### src/rtl/slt_serial_16bit.sv
// slt_serial_16bit: bit-serial 16-bit magnitude comparator.
// Scans the captured operands MSB first, one bit per clock, and reports
// less-than / equal / greater-than as 16'h0001 / 16'h0000 words.
// SIGNED=1 selects a two's-complement compare (sign bit decision inverted).
// Optional feature macro: SLT_EARLY_EXIT_EN -- when defined the scan ends on
// the first differing bit; otherwise every scan covers all 16 bits.
module slt_serial_16bit (
  input  logic        clk,
  input  logic        rst,
  input  logic        START,
  input  logic        SIGNED,
  input  logic [15:0] RS,
  input  logic [15:0] RT,
  output logic        BUSY,
  output logic        DONE,
  output logic [15:0] LT_O,
  output logic [15:0] EQ_O,
  output logic [15:0] GT_O
);

  localparam logic [1:0] S_IDLE = 2'd0;
  localparam logic [1:0] S_SCAN = 2'd1;
  localparam logic [1:0] S_DONE = 2'd2;

  // Decision latched at the most significant differing bit.
  localparam logic [1:0] D_NONE = 2'd0;
  localparam logic [1:0] D_LT   = 2'd1;
  localparam logic [1:0] D_GT   = 2'd2;

  logic [1:0]  state_q, state_d;
  logic [3:0]  idx_q, idx_d;
  logic [15:0] rs_q, rs_d;
  logic [15:0] rt_q, rt_d;
  logic        signed_q, signed_d;
  logic [1:0]  dec_q, dec_d;
  logic [15:0] lt_q, lt_d;
  logic [15:0] eq_q, eq_d;
  logic [15:0] gt_q, gt_d;

  logic        bit_rs;
  logic        bit_rt;
  logic        bit_differ;
  logic        bit_is_lt;
  logic [1:0]  bit_dec;
  logic [1:0]  final_dec;
  logic        last_bit;
  logic        terminate;

  // Per-bit decision for the bit currently under the scan index.
  always_comb begin
    bit_rs     = rs_q[idx_q];
    bit_rt     = rt_q[idx_q];
    bit_differ = bit_rs ^ bit_rt;
    // In a signed compare the sign bit carries negative weight, so a 1 in RS
    // at bit 15 means RS is the smaller operand.
    bit_is_lt  = (~bit_rs & bit_rt) ^ (signed_q & (idx_q == 4'd15));
    bit_dec    = bit_differ ? (bit_is_lt ? D_LT : D_GT) : D_NONE;
    // An earlier (more significant) decision always wins.
    final_dec  = (dec_q != D_NONE) ? dec_q : bit_dec;
    last_bit   = (idx_q == 4'd0);
`ifdef SLT_EARLY_EXIT_EN
    terminate  = last_bit | bit_differ;
`else
    terminate  = last_bit;
`endif
  end

  // Next-state logic: operand capture, scan stepping and result update.
  always_comb begin
    // NOTE: every variable gets a default here so no path can infer a latch.
    state_d  = state_q;
    idx_d    = idx_q;
    rs_d     = rs_q;
    rt_d     = rt_q;
    signed_d = signed_q;
    dec_d    = dec_q;
    lt_d     = lt_q;
    eq_d     = eq_q;
    gt_d     = gt_q;

    case (state_q)
      S_IDLE, S_DONE: begin
        if (START) begin
          state_d  = S_SCAN;
          idx_d    = 4'd15;
          rs_d     = RS;
          rt_d     = RT;
          signed_d = SIGNED;
          dec_d    = D_NONE;
          lt_d     = 16'h0000;
          eq_d     = 16'h0000;
          gt_d     = 16'h0000;
        end else begin
          state_d  = S_IDLE;
        end
      end
      S_SCAN: begin
        // START is deliberately ignored while scanning.
        dec_d = final_dec;
        idx_d = idx_q - 4'd1;
        if (terminate) begin
          state_d = S_DONE;
          idx_d   = 4'd15;
          lt_d    = {15'd0, final_dec == D_LT};
          eq_d    = {15'd0, final_dec == D_NONE};
          gt_d    = {15'd0, final_dec == D_GT};
        end
      end
      default: begin
        state_d = S_IDLE;
        idx_d   = 4'd15;
      end
    endcase
  end

  // State registers with asynchronous active-high reset.
  always_ff @(posedge clk or posedge rst) begin
    if (rst) begin
      state_q  <= S_IDLE;
      idx_q    <= 4'd15;
      rs_q     <= 16'h0000;
      rt_q     <= 16'h0000;
      signed_q <= 1'b0;
      dec_q    <= D_NONE;
      lt_q     <= 16'h0000;
      eq_q     <= 16'h0000;
      gt_q     <= 16'h0000;
    end else begin
      // NOTE: non-blocking assignments so every flop samples pre-edge values.
      state_q  <= state_d;
      idx_q    <= idx_d;
      rs_q     <= rs_d;
      rt_q     <= rt_d;
      signed_q <= signed_d;
      dec_q    <= dec_d;
      lt_q     <= lt_d;
      eq_q     <= eq_d;
      gt_q     <= gt_d;
    end
  end

  // Outputs are direct decodes of registered state.
  always_comb begin
    BUSY = (state_q == S_SCAN);
    DONE = (state_q == S_DONE);
    LT_O = lt_q;
    EQ_O = eq_q;
    GT_O = gt_q;
  end

endmodule

### config.mk
export PLATFORM = sky130hd
export DESIGN_NAME = slt_serial_16bit
export DESIGN_NICKNAME = d
export VERILOG_FILES = /design/src/rtl/slt_serial_16bit.sv
export SDC_FILE = /design/constraint.sdc
export NUM_CORES = 1
export LEC_CHECK = 0
export ABC_AREA = 1
export CAP_MARGIN = 20
export CORE_MARGIN = 2
export CORE_UTILIZATION = 46
export DETAILED_ROUTE_END_ITERATION = 8
export GPL_TIMING_DRIVEN = 0
export PLACE_DENSITY = 0.81
export SETUP_SLACK_MARGIN = 0.4
export SYNTH_ARGS = -nofsm -noshare
export SYNTH_HDL_FRONTEND = slang
export SYNTH_SLANG_ARGS = --single-unit
### constraint.sdc
create_clock -name clk -period 2.2 [get_ports clk]
set_input_delay 0.44 -clock clk [delete_from_list [all_inputs] [get_ports clk]]
set_output_delay 0.44 -clock clk [all_outputs]
set_load 0.02 [all_outputs]
==> flow_summary.toml <==
[timing]
slew_headroom_pct = 39.5
slew_viol_final = 0
fmax_mhz = 473
max_slew.worst_pin.slew_ns = 0.906
setup_viol = 0
period_needed_ns = 2.11
fin_skew_ns = 0.00939
finalCritPeriodShare_pct = 96.1
rsz0062_at_grt = "true"
finalHoldViolCount = 0

[clock_tree]
clk_pin_slew_ns = 0.09
cts_hold_buf = 0
clock_sinks = 44
htreeDepth = 2
clock_latency_ns = 0.30
cts_tree = "yes"
cts_root_buf = "clkbuf_8"
clk_path_buf_depth = 2
cts_inserted_buffers = 5

[critical_path]
r2r_start = "idx_q[0]"
slowest_delay_ns = 0.56
crit_path_frequent_cell = "nand2_1"
path_cells = "buf_8 -> buf_8 -> nand2_1 -> o211ai_1 -> nand2_1 -> nand2_1 -> nand2_1 -> inv_1 -> nand2_2 -> ha_4 -> nor2_4 -> nand3_2 -> nand2_2 -> nand2_4 -> o21bai_4"
critical_path.startpoint = "idx_q[0]"
worstPathArrival_ns = 2.35
critPathRequiredTime_ns = 2.44
crit_path_end_kind = "register"
cp_slowest_cell = "dfstp_2"
worstPathMaxFanout = 8
critPathLaunchType = "register"
worstSetupPathType = "reg2reg"

[floorplanning]
die_w_um = 79.6
row_count = 27
die_h_um = 79.6
initial_core_util_pct = 47.7
die-area_mm2 = 0.00634
io_pins = 86
core_region_area_mm2 = 0.00551

[power]
p_leak_nw = 1.85
peakVddDrop_mv = 0.621
p_per_area_mw_per_mm2 = 1180
p_total_w = 0.00414

[synth]
yosysWarnings = 0
avgSynthCellArea_um2 = 7.99
synth_seq_cells = 44
netlist_area_mm2 = 0.00263
seq_area_frac_synth_pct = 42.1
ys_types = 31
syn_inst = 329

[cells_and_area]
fin_util_pct = 63.5
fin_cells = 496
fillers = 514
diodes = 0
stdcell_area_mm2 = 0.00350
area_growth_pct = 33.0
final_cell_mix = "nand2_1, buf_4, conb_1, dfrtp_1, clkdlybuf4s50_1"
layout-drive-gt1-share_pct = 26.9
final_common_cell = "nand2_1"
fin_nets = 462

[detailed_routing]
route.met3.wl_um = 382
wire_per_inst_um = 11.3
routed_wl_mm = 5.61
wl_met2_mm = 2.79
remaining_drc_errors = 0
firstDrtPassIters = 4
num_vias = 2178
final_antenna_net_count = 0
dr.first_iter.drc_count = 117
highest_layer = "met4"
via_per_inst = 4.39
met1_length_mm = 2.34

[global_route]
grt-ovfl-total = 0
grtUsageTotal_pct = 17.9
first_global_vias = 1997
grt_first_pass_wirelength_mm = 8.81
grt_max_degree = 45
antenna_found_initial = 0

[run]
cap_violations = 0

[place]
place.gp.congestion = 0.813
placed_area_mm2 = 0.00328
hpwl_mm = 3.93
port_buffers = 40
place_inst = 485

[hold_path]
min_from = "rt_q[6]"
min-delay-path-class = "reg2reg"

[outcome]
status = "complete, no violations"
## final timing paths
path / end / slack (ns) / cells after the start
min in group asynchronous: rs_q[2] / 0.66 / 2
setup reg to reg: GT_O[0] / 0.09 / 15
hold reg to reg: rt_q[6] / 0.49 / 2
setup / recovery: GT_O[0] / 0.09 / 15
hold / removal: rt_q[6] / 0.49 / 2
max in group asynchronous: rt_q[4] / 0.97 / 2
## synth_stat cells (all sizes together)
library cell  count  area (um2)
nor3              1        10.0
conb              1        3.75
buf              58         447
o211ai            5        47.5
o21bai            2        22.5
dfstp             4         105
xor2              1        8.76
o21ai            30         158
nand3             8        67.6
clkinv            2        10.0
dfrtp            40        1000
nor2             24        92.6
ha                3        37.5
nand2           119         484
o22ai             1        6.26
a21oi             5        28.8
inv              25        98.8
## state kept, by name, summed over array words and instances (netlist names), 2 cells and up
signal	flops
dec_q	2
idx_q	4
rs_q	16
rt_q	16
state_q	2
## power breakdown
group	total [W]	switching [W]	internal [W]	leakage [nW]
registers	0.00136	0.000188	0.00117	0.535
clock network	0.000531	0.000280	0.000251	0.0510
logic	0.00225	0.00127	0.000978	1.26
## cell families (layout without fill, tap and decap cells)
| group | count (synthesis) | count (layout) | share of synthesized area (%) |
|---|---|---|---|
| compound gates | 43 | 43 | 10.0 |
| simple gates | 152 | 152 | 24.9 |
| flops | 44 | 44 | 42.1 |
| fa+ha+maj | 3 | 3 | 1.43 |
| buf+inv | 85 | 136 | 21.1 |
| xor+xnor | 1 | 1 | 0.333 |
| other cells | 1 | 45 | 0.143 |
## timing repair
item                                    4_1_cts  5_1_grt
endpoints found under the setup margin        7        5
resized for setup                             4       18
setup buffers                                 1        1
cloned                                        0        1
pin swaps                                     0       11
## final cells by class
cell class | count | area [um2] | area share [%]
Timing Repair Buffer | 43 | 439 | 12.6
Tap cell | 72 | 90.1 | 2.58
Clock buffer | 6 | 82.6 | 2.36
Sequential cell | 44 | 1110 | 31.6
Buffer | 58 | 465 | 13.3
Inverter | 27 | 109 | 3.11
Clock inverter | 2 | 10.0 | 0.286
Multi-Input combinational cell | 244 | 1190 | 34.2
## worst max-delay path: cells and delay by family, from the launching register on
kind	cells	cell delay, ns
flops	1	0.56
compound gates	2	0.16
simple gates	9	0.71
buf+inv	3	0.34
fa+ha+maj	1	0.26
## metal layers
metal,track usage (%),vias up
met3,3.96,13
met1,21.3,976
li1,-,1113
met5,0,-
met4,5.86,0
met2,31.9,76
## metrics by stage
step,hold slack [ns],setup slack [ns],TNS (ns)
6_report,0.488,0.0854,0
5_1_grt,0.506,-0.00952,-0.0176
4_1_cts,0.488,0.0779,0
3_5_place_dp,0.466,0.0998,0
3_3_place_gp,0.461,-0.0949,-3.70
2_1_floorplan,0.444,0.301,0
Power figures use the tool's default switching activity.
